--- src/rtl/memoredf_pkg.sv ---
// Shared types and helpers for the MemorEDF scheduler datapath.
// The forwarder FSM encoding and the queue-id width rule live here.
package memoredf_pkg;

    typedef enum logic [1:0] {
        IDLE = 2'd0,
        SEND = 2'd1,
        DONE = 2'd2
    } forwarder_state_t;

    // Width of a queue index; a single queue still gets a 1-bit id.
    function automatic int queue_id_width(input int number_of_queues);
        return (number_of_queues > 1) ? $clog2(number_of_queues) : 1;
    endfunction

endpackage

--- src/rtl/service_counters.sv ---
// Bank of per-queue service counters: one increment strobe with an index,
// a synchronous clear that beats a coincident increment, and natural wrap.
module service_counters
    import memoredf_pkg::*;
#(
    parameter int NUM_COUNTERS = 4,
    parameter int WIDTH        = 32,
    parameter int IDX_W        = 2
) (
    input  logic                                clk,
    input  logic                                rst_n,
    input  logic                                clear,
    input  logic                                inc,
    input  logic [IDX_W-1:0]                    inc_idx,
    output logic [NUM_COUNTERS-1:0][WIDTH-1:0]  count
);

    logic [NUM_COUNTERS-1:0][WIDTH-1:0] count_d, count_q;

    always_comb begin
        // NOTE: every comb output gets its hold value first so no path can infer a latch.
        count_d = count_q;
        if (clear) begin
            count_d = '0;
        end else if (inc) begin
            count_d[inc_idx] = count_q[inc_idx] + WIDTH'(1);
        end
    end

    always_ff @(posedge clk or negedge rst_n) begin
        // NOTE: this array is reset (unlike a RAM) because software reads it as status.
        if (!rst_n) begin
            count_q <= '0;
        end else begin
            // NOTE: non-blocking so every flop samples pre-edge values.
            count_q <= count_d;
        end
    end

    assign count = count_q;

endmodule

--- src/rtl/transaction_forwarder.sv ---
// Captures the granted queue head, offers it on a valid/ready port and returns
// a single-cycle consumed pulse to the scheduler; keeps service stats and error flags.
module transaction_forwarder
    import memoredf_pkg::*;
#(
    parameter int NUMBER_OF_QUEUES = 4,
    parameter int PACKET_SIZE      = 64,
    parameter int REGISTER_SIZE    = 32,
    localparam int ID_W            = queue_id_width(NUMBER_OF_QUEUES)
) (
    input  logic                                          clock,
    input  logic                                          reset,
    input  logic                                          enable,
    input  logic [ID_W-1:0]                               id,
    input  logic [NUMBER_OF_QUEUES-1:0]                   empty,
    input  logic [NUMBER_OF_QUEUES-1:0][PACKET_SIZE-1:0]  heads,
    output logic                                          out_valid,
    input  logic                                          out_ready,
    output logic [PACKET_SIZE-1:0]                        out_data,
    output logic [ID_W-1:0]                               out_id,
    output logic                                          consumed,
    input  logic                                          clear_stats,
    output logic [NUMBER_OF_QUEUES-1:0][REGISTER_SIZE-1:0] served,
    output logic                                          err_underrun,
    output logic                                          err_overlap
);

    forwarder_state_t        state_d, state_q;
    logic [ID_W-1:0]         cur_id_d, cur_id_q;
    logic [PACKET_SIZE-1:0]  out_data_d, out_data_q;
    logic                    out_valid_d, out_valid_q;
    logic                    consumed_d, consumed_q;
    logic                    err_underrun_d, err_underrun_q;
    logic                    err_overlap_d, err_overlap_q;
    logic                    underrun_evt, overlap_evt, accept;

    always_comb begin
        state_d      = state_q;
        cur_id_d     = cur_id_q;
        out_data_d   = out_data_q;
        underrun_evt = 1'b0;
        overlap_evt  = 1'b0;
        accept       = 1'b0;

        unique case (state_q)
            IDLE: begin
                if (enable) begin
                    cur_id_d   = id;
                    out_data_d = heads[id];
                    // An empty queue still completes so the scheduler never stalls.
                    if (empty[id]) begin
                        underrun_evt = 1'b1;
                        state_d      = DONE;
                    end else begin
                        state_d = SEND;
                    end
                end
            end
            SEND: begin
                overlap_evt = enable;
                if (out_valid_q && out_ready) begin
                    accept  = 1'b1;
                    state_d = DONE;
                end
            end
            DONE: begin
                overlap_evt = enable;
                state_d     = IDLE;
            end
            default: state_d = IDLE;
        endcase

        // Outputs are decoded from the next state so they come straight off flops.
        out_valid_d = (state_d == SEND);
        consumed_d  = (state_d == DONE);

        err_underrun_d = clear_stats ? 1'b0 : (err_underrun_q | underrun_evt);
        err_overlap_d  = clear_stats ? 1'b0 : (err_overlap_q  | overlap_evt);
    end

    always_ff @(posedge clock or negedge reset) begin
        if (!reset) begin
            state_q        <= IDLE;
            cur_id_q       <= '0;
            out_data_q     <= '0;
            out_valid_q    <= 1'b0;
            consumed_q     <= 1'b0;
            err_underrun_q <= 1'b0;
            err_overlap_q  <= 1'b0;
        end else begin
            state_q        <= state_d;
            cur_id_q       <= cur_id_d;
            out_data_q     <= out_data_d;
            out_valid_q    <= out_valid_d;
            consumed_q     <= consumed_d;
            err_underrun_q <= err_underrun_d;
            err_overlap_q  <= err_overlap_d;
        end
    end

    service_counters #(
        .NUM_COUNTERS (NUMBER_OF_QUEUES),
        .WIDTH        (REGISTER_SIZE),
        .IDX_W        (ID_W)
    ) u_service_counters (
        .clk     (clock),
        .rst_n   (reset),
        .clear   (clear_stats),
        .inc     (accept),
        .inc_idx (cur_id_q),
        .count   (served)
    );

    assign out_valid    = out_valid_q;
    assign out_data     = out_data_q;
    assign out_id       = cur_id_q;
    assign consumed     = consumed_q;
    assign err_underrun = err_underrun_q;
    assign err_overlap  = err_overlap_q;

endmodule

--- config.mk ---
export PLATFORM = sky130hd
export DESIGN_NAME = transaction_forwarder
export DESIGN_NICKNAME = d
export VERILOG_FILES = /design/src/rtl/memoredf_pkg.sv /design/src/rtl/service_counters.sv /design/src/rtl/transaction_forwarder.sv
export SDC_FILE = /design/constraint.sdc
export NUM_CORES = 1
export LEC_CHECK = 0
export ABC_CLOCK_PERIOD_IN_PS = 3500
export BUFFER_PORTS_ARGS = -buffer_cell sky130_fd_sc_hd__buf_2
export CAP_MARGIN = 10
export CORE_ASPECT_RATIO = 2
export CORE_MARGIN = 2
export CORE_UTILIZATION = 24
export DETAILED_ROUTE_END_ITERATION = 10
export GPL_TIMING_DRIVEN = 0
export PLACE_DENSITY_LB_ADDON = 0.05
export SYNTH_ARGS = -nofsm -noshare
export SYNTH_HDL_FRONTEND = slang
export SYNTH_SLANG_ARGS = --single-unit
--- constraint.sdc ---
create_clock -name clock -period 3.5 [get_ports clock]
set_clock_uncertainty 0.05 [all_clocks]
set_input_delay 0.175 -clock clock [delete_from_list [all_inputs] [get_ports clock]]
set_output_delay 0.175 -clock clock [all_outputs]
set_load 0.03 [all_outputs]
* After elaboration in Yosys (flattened, before gate mapping)
Cells that the tools add are included.
** Operators by class
- Add/subtract/negate cells :: 1
- $lt $le $gt $ge :: 3
- Eq/ne operators :: 4
- Multiplexer cells :: 23
- Bitwise gates (word level) :: 2
- Reduce and logical (&&, ||, !) cells :: 6
** Operators by type and width (count)
- 128-bit 2-to-1 mux :: 2
- 64-bit binary-select mux with 2-bit select :: 1
- 128-bit bitwise mux :: 1
- 32-bit binary-select mux with 2-bit select :: 1
- 32-bit demux with 2-bit select :: 1
- 32-bit 2-to-1 mux :: 2
- 64-bit 2-to-1 mux :: 1
- 32-bit by 1-bit adder with 32-bit output (second input constant) :: 1
- 1-bit 2-to-1 mux :: 9
- 2-bit by 3-bit less-than comparator with 1-bit output (second input constant) :: 2
- 2-bit 2-to-1 mux :: 3
- 2-bit by 1-bit equality test with 1-bit output (second input constant) :: 2
- 2-bit equality test (second input constant) :: 2
- 2-bit one-hot mux with 2 select lines :: 1
- 1-bit binary-select mux with 2-bit select :: 1
- 2-bit by 1-bit greater-or-equal comparator with 1-bit output (second input constant) :: 1
- 1-bit logical AND :: 2
- 2-bit zero test :: 1
- 1-bit bitwise OR :: 2
- 2-bit AND reduction :: 1
- 2-bit nonzero test :: 1
- 2-bit OR reduction :: 1
** Storage, ports and cells
- Flip-flop bits (word level) :: 200
- Input bits :: 267
- Output and inout bits :: 198

* Depth between registers and ports, before layout
Gate-level depths: netlist (run 1).
- Depth after elaboration :: 7
- Gate-level depth with buffers :: 9

* Hierarchy
A second synthesis (run 1) with hierarchy kept.
** Unflattened totals
- Cells, all modules :: 961
- Area total of the unflattened synthesis :: 11558.6 um2
** Modules (own cells, without submodules)
- service_counters :: instances 1, cells each 715, area each 7234.4 um2
- transaction_forwarder :: instances 1, cells each 246, area each 4324.1 um2

* Least setup slack after synthesis (run 1)
Ideal clock, no wire load.
- Path type :: register to register
- Start point :: register cur_id_q[0] (netlist: out_id[0])
- End point :: register u_service_counters.count_q (netlist bit u_service_counters.count[113])
- Library setup time :: 0.126 ns
- Arrival :: 2.494 ns
- Path slack :: 0.830 ns
- Cell stages (with the launch flop) :: 10
- Buffers on the path :: 5
- Clock period less this slack :: 2.670 ns
- Path through :: dfrtp_1 > buf_6 > buf_12 > mux4_2 > buf_4 > and3_4 > buf_6 > and2_4 > buf_6 > a221o_1
** Between the ends
- Longest elaborated chain between the ends :: 7
- Elaborated cells on any way between the ends :: 11
- Classes of those cells :: 1 x add/sub; 2 x order compare; 7 x mux; 1 x reduce/logical
** RTL lines
- start: declaration :: line transaction_forwarder.sv:29 : logic [ID_W-1:0] cur_id_d, cur_id_q;
- start signal: assignment :: line transaction_forwarder.sv:92 : cur_id_q <= cur_id_d;
- parallel branches: the longest is 4 deep, another holds 32-bit by 1-bit adder with 32-bit output
- 128-bit bitwise mux * :: line service_counters.sv:26 : count_d[inc_idx] = count_q[inc_idx] + WIDTH'(1);
- 128-bit 2-to-1 mux * :: line service_counters.sv:25 : end else if (inc) begin
- 128-bit 2-to-1 mux * :: line service_counters.sv:23 : if (clear) begin
- end signal: assignment :: line service_counters.sv:36 : count_q <= count_d;
- end: declaration :: line service_counters.sv:18 : logic [NUM_COUNTERS-1:0][WIDTH-1:0] count_d, count_q;
Every way passes the cells marked *. The select of a mux whose other input is x is not followed.
A chain may end at the register's enable or synchronous reset.

* Worst setup path after layout (run 1)
- Start point :: register cur_id_q[1] (netlist: out_id[1])
- End point :: register u_service_counters.count_q (netlist bit u_service_counters.count[127])
The elaborated chain is that of the path after synthesis.

==> results.json, run 1 <==
{
  "cp.required_ps": 3820,
  "final_antenna_net_count": 0,
  "grt_antenna_before_repair": 1,
  "power_frac_clock": 0.259,
  "finalHoldViolations": 0,
  "status": "finished, final reports clean",
  "vias": 10930,
  "htree_levels": 4,
  "cts_tree": "yes",
  "die_w_um": 161.2,
  "io-pin-count": 465,
  "clockBufferDepth": 2,
  "grt_pass1_vias": 11690,
  "synth_top_family_by_area": "multiplexers",
  "crit_path_start_kind": "register",
  "die_h_um": 318.4,
  "synth_xor_area_frac": 0.008124,
  "clk-insertion-delay-late_ps": 470,
  "syn_inst": 1017,
  "arrival_ps": 3680,
  "grt_use_total": 0.2218,
  "critPathTopFamily": "buffers and inverters",
  "hpwl_mm": 45.46,
  "synthArstFlopShare": 1.000,
  "power_switching_share": 0.3962,
  "p_leak_nw": 7.631,
  "reg2reg_from": "out_id[1]$_DFFE_PN0P_",
  "synthDistinctLibCells": 53,
  "start_util": 0.2417,
  "root_buffer": "clkbuf_16",
  "numClockSinks": 200,
  "maxSlewViolCount": 0,
  "fmax_ghz": 0.2981,
  "synth_seq_cells": 200,
  "synthesis.area_um2": 11860,
  "worst_r2r_endpoint": "u_service_counters.count[127]$_DFFE_PN0P_",
  "area_delta_synth_final_pct": 32.82,
  "drc_errors": 0,
  "hold-path-endpoint": "out_data[30]$_DFFE_PN0P_",
  "cts-buffers-inserted": 17,
  "synth_mux_area_frac": 0.2472,
  "synth_fa_ha_area_frac": 0.003165,
  "synth_edf_count": 0,
  "reg2reg_depth": 8,
  "peakVddDrop_uv": 247.5,
  "synth_simple_gate_area_frac": 0.1468,
  "hp-class": "input pin to register",
  "critPathSlowestCell": "clkdlybuf4s15_1",
  "core-area_um2": 49070,
  "drt_iter0_drc": 532,
  "min-delay-start": "heads[30]",
  "finalCriticalPeriod_ps": 3354,
  "path_cells": "clkbuf_4 -> buf_2 -> buf_2 -> and3_1 -> clkdlybuf4s15_1 -> nand2_1 -> o21a_1 -> o211ai_1",
  "ys_seq_area_frac": 0.4220,
  "syn_area_per_cell_um2": 11.66,
  "place_congestion": 0.8561,
  "maxCapViolations": 0,
  "yosys_warnings": 0,
  "drive_gt1_frac": 0.4888,
  "rsz0062_at_grt": "false",
  "end_kind": "register",
  "firstDrtPassIters": 7,
  "slowest_delay_ps": 760,
  "final_util": 0.3210,
  "p_switching_mw": 3.315,
  "finalPower_mw": 8.367,
  "syn-num-nets": 1287,
  "power.density_nw_per_um2": 531.2,
  "nFillCells": 5153,
  "worst_pin_slew_ps": 1018,
  "r2r_slack_ps": 150,
  "seq_power_share": 0.356,
  "grt_remaining_overflow": 0,
  "viasPerCell": 5.047,
  "comb_power_share": 0.385,
  "p_int_mw": 5.052,
  "synth_compound_area_frac": 0.1282,
  "finalWirelength_mm": 56.84,
  "whs_ps": 97.13,
  "numPortBuffers": 464,
  "cp.buffers_inverters": 4,
  "maxSlewHeadroom": 0.3216,
  "crit_top_cell": "buf_2",
  "grt_max_degree": 108,
  "layout.nets": 1779,
  "num_rows": 115,
  "period_share": 0.9584,
  "cp_max_fo": 10,
  "synth_flop_cell": "dfrtp_1",
  "grt_pass1_wl_mm": 81.88,
  "crit_type": "register to register",
  "holdPathStages": 3,
  "post_drt_wl_per_cell_um": 26.24,
  "dieArea_um2": 51310,
  "setup_violations": 0,
  "path_clk_slew_ps": 80
}
## placed cells by master (no fill, tap or decap), drive strengths merged, types with 2 or more instances in the layout
cell type,instances
a2bb2oi,8
mux2,66
o21a,3
a211oi,4
and2,20
nand4,19
a21o,13
nand2,135
dlygate4sd3,5
o21ai,50
nor4,15
bufinv,2
inv,5
a22o,4
mux4,97
nand3,31
nor2b,6
xnor2,9
a32oi,8
a221o,55
buf,511
xor2,2
clkinv,7
clkbuf,73
a31oi,5
o211ai,3
dfrtp,200
and3,8
nor3,12
ha,3
a211o,5
a21oi,58
nor2,73
## state kept, by name (all words and copies together) (netlist names)
name	cells
u_service_counters.count	128
out_data	64
out_id	2
state_q	2
consumed	1
err_overlap	1
err_underrun	1
out_valid	1
## synth_stat cells (8+ instances only)
library cell,n,area [um2]
nand2_1,132,495.5
a32oi_1,8,70.07
clkbuf_1,51,191.4
nor2_1,73,274.0
buf_2,16,80.08
xnor2_1,9,78.83
o21ai_1,10,50.05
mux4_2,96,2162
nand3_1,26,130.1
and2_1,19,118.9
o21ai_0,40,200.2
a21oi_1,58,290.3
dfrtp_1,200,5005
nand4_1,15,93.84
buf_4,10,75.07
buf_6,9,101.4
a221o_1,55,550.5
a21o_1,13,97.59
mux2_2,66,743.2
a2bb2oi_1,8,70.07
## how the worst max path moves through the flow
stage,cells after the start,slack (ps),start,to
3_5_place_dp,7,-420,out_id[1]$_DFFE_PN0P_,u_service_counters.count[17]$_DFFE_PN0P_
3_3_place_gp,1,-1760,reset,u_service_counters.count[62]$_DFFE_PN0P_
2_1_floorplan,9,830,out_id[0]$_DFFE_PN0P_,u_service_counters.count[113]$_DFFE_PN0P_
4_1_cts,8,7,out_id[1]$_DFFE_PN0P_,u_service_counters.count[92]$_DFFE_PN0P_
5_1_grt,8,30,out_id[0]$_DFFE_PN0P_,u_service_counters.count[114]$_DFFE_PN0P_
6_report,8,150,out_id[1]$_DFFE_PN0P_,u_service_counters.count[127]$_DFFE_PN0P_
## final cells by class
cell class	count	area, um2	share of cell area
Multi-Input combinational cell	717	6342	0.4027
Sequential cell	200	5005	0.3177
Timing Repair Buffer	473	2432	0.1544
Tap cell	643	804.5	0.05108
Buffer	95	534.3	0.03392
Clock buffer	22	494.2	0.03138
Clock inverter	10	117.6	0.007467
Inverter	5	18.77	0.001192
Antenna cell	1	2.502	0.0001589
## worst min-delay path, stage by stage
cell	delay, ps
buf_2	70
mux4_2	210
mux2_2	130
## logic make-up (layout without fill, tap and decap cells)
logic type	after synthesis	after routing
other cells	0	1
mux	163	163
simple gates	323	323
xor+xnor	11	11
fa+ha+maj	3	3
flops	200	200
buf+inv	100	605
compound gates	217	217
## what timing repair did
| item | 4_1_cts | 5_1_grt |
|---|---|---|
| hold buffers | 5 | 0 |
| setup buffers | 3 | 0 |
| pin swaps | 2 | 0 |
| gates cloned | 0 | 0 |
| resized for setup | 9 | 14 |
| endpoints found under the setup margin | 62 | 26 |
| hold endpoints to repair | 96 | 0 |
## power by group through the flow
stage                     logic, mW  registers, mW  clock network [mW]
after global placement         3.26           3.02                   0
after floorplan                1.17           3.80                   0
after CTS                      3.29           2.99                2.24
after detailed placement       3.28           3.02                   0
after global routing           3.41           3.04                2.32
final                          3.22           2.98                2.16
## per-layer routing
layer | part of all wire | track usage | vias to the layer above
met5 | 0 | 0 | -
li1 | - | - | 4862
met4 | 0.047 | 0.1062 | 0
met2 | 0.56 | 0.4288 | 512
met3 | 0.050 | 0.03764 | 87
met1 | 0.34 | 0.2265 | 5471
## through the flow
stage	setup TNS, ps	cell area (um2)	setup slack [ps]	instances
finish	0	15750	145.7	2166
global route	0	15750	26.07	2166
CTS	0	15730	6.847	2165
detailed placement	-13640	15020	-424.1	2125
global placement	-358870	14990	-1759	2124
floorplan	0	11860	830.4	1017
Power figures use the tool's default switching activity.
==> inputs of run 2 (changes only) <==
Settings changed: CELL_PAD_IN_SITES_DETAIL_PLACEMENT set to 1, CELL_PAD_IN_SITES_GLOBAL_PLACEMENT set to 1.
==> results.json, run 2 (synthesis gave the netlist of run 1 again) <==
{
  "maxSlewHeadroom": 0.3077,
  "finalCriticalPeriod_ps": 3428,
  "io-pin-count": 465,
  "cp_max_fo": 10,
  "status": "finished, final reports clean",
  "crit_type": "register to register",
  "clk-insertion-delay-late_ps": 480,
  "crit_path_start_kind": "register",
  "cts_tree": "yes",
  "finalPower_mw": 8.231,
  "path_clk_slew_ps": 80,
  "hp-class": "input pin to register",
  "place_congestion": 0.8427,
  "firstDrtPassIters": 4,
  "clockBufferDepth": 2,
  "cp.required_ps": 3840,
  "drt_iter0_drc": 525,
  "cts-buffers-inserted": 17,
  "min-delay-start": "out_ready",
  "final_antenna_net_count": 0,
  "fmax_ghz": 0.2917,
  "grt_max_degree": 104,
  "holdPathStages": 3,
  "finalHoldViolations": 0,
  "hpwl_mm": 46.75,
  "rsz0062_at_grt": "true",
  "post_dp_cell_area_um2": 15020,
  "dieArea_um2": 51310,
  "p_leak_nw": 7.578,
  "num_rows": 115,
  "vias": 11010,
  "fin_area_um2": 15690,
  "n_antenna_cell": 0,
  "die_w_um": 161.2,
  "r2r_slack_ps": 70,
  "worst_pin_slew_ps": 1038,
  "maxCapViolations": 0,
  "maxSlewViolCount": 0,
  "setup_violations": 0,
  "reg2reg_depth": 9,
  "drc_errors": 0,
  "grt_remaining_overflow": 0,
  "peakVddDrop_uv": 254.1,
  "reg2reg_from": "out_id[1]$_DFFE_PN0P_",
  "numClockSinks": 200,
  "core-area_um2": 49070,
  "viasPerCell": 5.088,
  "nFillCells": 5627,
  "place_inst": 2125,
  "root_buffer": "clkbuf_16",
  "layout.nets": 1778,
  "hold-path-endpoint": "state_q[1]$_DFF_PN0_",
  "final_cell_mix": "477 x buf_2, 200 x dfrtp_1, 132 x nand2_1, 96 x mux4_2, 73 x nor2_1",
  "grt_antenna_before_repair": 3,
  "post_drt_wl_per_cell_um": 27.03,
  "worst_r2r_endpoint": "u_service_counters.count[95]$_DFFE_PN0P_",
  "grt_pass1_vias": 12440,
  "numPortBuffers": 464,
  "arrival_ps": 3770,
  "die_h_um": 318.4,
  "end_kind": "register",
  "area_delta_synth_final_pct": 32.27,
  "grt_use_total": 0.2281,
  "grt_pass1_wl_mm": 84.82,
  "start_util": 0.2417,
  "layout_commonest_cell": "buf_2",
  "drive_gt1_frac": 0.4885,
  "power.density_nw_per_um2": 524.8,
  "fin_cells": 2164,
  "finalWirelength_mm": 58.49,
  "largest_register_ffs": 128,
  "htree_levels": 4,
  "period_share": 0.9796
}
==> run 2: worst max path at each step <==
| stage | slack [ps] | cells past startpoint | end | start |
|---|---|---|---|---|
| 2_1_floorplan | 830 | 9 | u_service_counters.count[113]$_DFFE_PN0P_ | out_id[0]$_DFFE_PN0P_ |
| 4_1_cts | 30 | 9 | u_service_counters.count[95]$_DFFE_PN0P_ | out_id[1]$_DFFE_PN0P_ |
| 5_1_grt | -40 | 9 | u_service_counters.count[91]$_DFFE_PN0P_ | out_id[1]$_DFFE_PN0P_ |
| 6_report | 70 | 9 | u_service_counters.count[95]$_DFFE_PN0P_ | out_id[1]$_DFFE_PN0P_ |
| 3_3_place_gp | -1830 | 1 | out_data[50]$_DFFE_PN0P_ | reset |
| 3_5_place_dp | -520 | 7 | u_service_counters.count[15]$_DFFE_PN0P_ | out_id[1]$_DFFE_PN0P_ |
==> run 2: what timing repair did <==
item                                    CTS  global route
hold buffers                              4             0
gates cloned                              0             0
buffers inserted                          3             0
pin swaps                                 2             0
gates resized for setup                  12             6
endpoints found under the setup margin   90             7
endpoints found under the hold margin    99             0
==> run 2: cell type report <==
class / count / area [um2] / share of cell area
Sequential cell: 200 / 5005 / 0.3191
Timing Repair Buffer: 472 / 2422 / 0.1544
Buffer: 95 / 526.8 / 0.03358
Clock inverter: 13 / 122.6 / 0.007817
Inverter: 5 / 18.77 / 0.001196
Clock buffer: 19 / 452.9 / 0.02887
Tap cell: 643 / 804.5 / 0.05129
Multi-Input combinational cell: 717 / 6334 / 0.4038
==> run 2: power by group <==
group          switching, mW  total [mW]  internal, mW
sequential             0.238        2.97          2.73
clock                   1.05        2.07          1.03
combinational           2.02        3.19          1.17
==> run 2: per-layer routing <==
metal  vias to the layer above  global-route usage  share of wire
li1                       4839                   -              -
met1                      5642              0.2272           0.34
met2                       456              0.4598           0.58
met3                        74             0.03673          0.048
met4                         0             0.08671          0.033
met5                         -                   0              0
==> run 2: per-stage QoR <==
stage                     setup TNS [ps]  setup slack [ps]    util  hold WS (ps)
after global placement           -375120             -1831  0.3054         408.8
after floorplan                        0             830.4       -        -170.6
after global routing              -163.1            -42.96  0.3197         75.96
final                                  0             71.53  0.3197         27.47
after CTS                              0             29.59  0.3196         10.87
after detailed placement          -20480            -515.8  0.3062         252.2
==> run 2: critical path, cell delays in order, from the launching register on <==
cell and delay (ps):
dfrtp_1 550, buf_4 340, buf_2 420, buf_2 370, nor2b_1 250, and2_1 220
buf_1 660, nand2_1 160, o21a_1 220, o211ai_1 100
==> inputs of run 3 (changes only) <==
Settings changed: ABC_CLOCK_PERIOD_IN_PS 3500 to 4260, RECOVER_POWER set to 50.
Clock period 3.5 ns to 4.26 ns, I/O delays scaled along.
==> results.json, run 3 (synthesis gave the netlist of run 1 again) <==
{
  "path_clk_slew_ps": 80,
  "layout.nets": 1775,
  "clockBufferDepth": 2,
  "critPathTopFamily": "buffers and inverters",
  "finalPower_mw": 6.669,
  "whs_ps": 56.08,
  "final_antenna_net_count": 0,
  "cts_resized": 0,
  "drt_iter0_drc": 529,
  "place_congestion": 0.8427,
  "crit_path_start_kind": "register",
  "p_leak_nw": 6.764,
  "maxCapViolations": 1,
  "final_cell_mix": "282 x buf_2, 248 x clkbuf_1, 200 x dfrtp_1, 132 x nand2_1, 96 x mux4_2",
  "setup_violations": 0,
  "cp.buffers_inverters": 4,
  "clk-insertion-delay-late_ps": 480,
  "viasPerCell": 5.101,
  "worst_pin_slew_ps": 2727,
  "maxSlewViolCount": 98,
  "n_antenna_cell": 0,
  "hp-class": "input pin to register",
  "numPortBuffers": 464,
  "finalWirelength_mm": 58.49,
  "die_w_um": 161.2,
  "period_share": 0.9391,
  "root_buffer": "clkbuf_16",
  "post_drt_wl_per_cell_um": 27.07,
  "layout_commonest_cell": "buf_2",
  "maxSlewHeadroom": -0.8179,
  "grt_pass1_wl_mm": 84.78,
  "grt_pass1_vias": 12410,
  "cts-buffers-inserted": 17,
  "dp_slack_ps": 244.2,
  "crit_top_cell": "buf_2",
  "vias": 11020,
  "crit_type": "register to register",
  "power.density_nw_per_um2": 433.6,
  "num_rows": 115,
  "setup_slack_ps": 259.6,
  "start_util": 0.2417,
  "finalSetupTns_ps": 0,
  "nFillCells": 5722,
  "status": "complete, but fails checks",
  "area_delta_synth_final_pct": 29.71,
  "grt_remaining_overflow": 0,
  "largest_register_ffs": 128,
  "die_h_um": 318.4,
  "slowest_delay_ps": 840,
  "drive_gt1_frac": 0.3498,
  "peakVddDrop_uv": 206.3,
  "cts_tree": "yes",
  "finalHoldViolations": 0,
  "grt_antenna_before_repair": 3,
  "critPathSlowestCell": "clkbuf_1",
  "grt_use_total": 0.2279,
  "dieArea_um2": 51310,
  "rsz0062_at_grt": "false",
  "fmax_ghz": 0.2500,
  "hpwl_mm": 46.75,
  "io-pin-count": 465,
  "firstDrtPassIters": 4,
  "arrival_ps": 4360,
  "violations": "max-capacitance violations, max-slew violations",
  "grt_max_degree": 104,
  "core-area_um2": 49070,
  "finalCriticalPeriod_ps": 4000,
  "drc_errors": 0,
  "cp.required_ps": 4620,
  "htree_levels": 4,
  "end_kind": "register",
  "numClockSinks": 200,
  "path_cells": "buf_2 -> buf_2 -> buf_2 -> nor2_1 -> a21oi_1 -> clkbuf_1 -> a221o_1",
  "cp_max_fo": 10
}
[run 3: changes by cell type in the layout (fill, tap and decap cells not counted), sizes merged]
cell / delta
clkbuf: +199
buf: -202
[run 3: worst min-delay path, delay by kind of cell]
kind,cells,cell delay (ps)
buf+inv,1,110
simple gates,2,210
[run 3: what timing repair did]
action / in CTS / in global routing
setup buffers: 0 / 0
hold endpoints to repair: 99 / 0
hold buffers: 4 / 0
[run 3: final timing paths]
path / start / to / slack (ps) / cells past startpoint
min in group asynchronous: reset / u_service_counters.count[53]$_DFFE_PN0P_ / 1090 / 2
max: out_id[1]$_DFFE_PN0P_ / u_service_counters.count[20]$_DFFE_PN0P_ / 260 / 7
max reg2reg: out_id[1]$_DFFE_PN0P_ / u_service_counters.count[20]$_DFFE_PN0P_ / 260 / 7
min reg2reg: out_data[56]$_DFFE_PN0P_ / out_data[56]$_DFFE_PN0P_ / 460 / 1
min: out_ready / state_q[1]$_DFF_PN0_ / 60 / 3
max in group asynchronous: reset / out_data[55]$_DFFE_PN0P_ / 1460 / 3
[run 3: final cells by class]
class                      count  area (um2)  area share
clock inverter                13       122.6    0.007971
timing repair buffer         469        2143      0.1393
inverter                       5       18.77    0.001220
sequential                   200        5005      0.3254
multi-input combinational    717        6326      0.4113
clock buffer                  19       452.9     0.02945
tap                          643       804.5     0.05230
buffer                        95       509.2     0.03311
[run 3: where the power goes]
part	switching, mW	leakage, nW	internal [mW]
Clock	0.863	0.277	0.845
Sequential	0.200	2.64	2.24
Combinational	1.66	3.85	0.857
Total	2.72	6.76	3.94
[run 3: routing by layer]
layer  track usage  routed length (um)
met1        0.2262               19790
met2        0.4604               33670
met3       0.03699                2831
met4       0.08611                2196
met5             0                   0
[run 3: metrics by stage]
step           instance area, um2  cells    util
2_1_floorplan               11860   1017       -
3_3_place_gp                14990   2124  0.3054
3_5_place_dp                15020   2125  0.3062
4_1_cts                     15640   2161  0.3187
5_1_grt                     15380   2161  0.3135
6_report                    15380   2161  0.3135
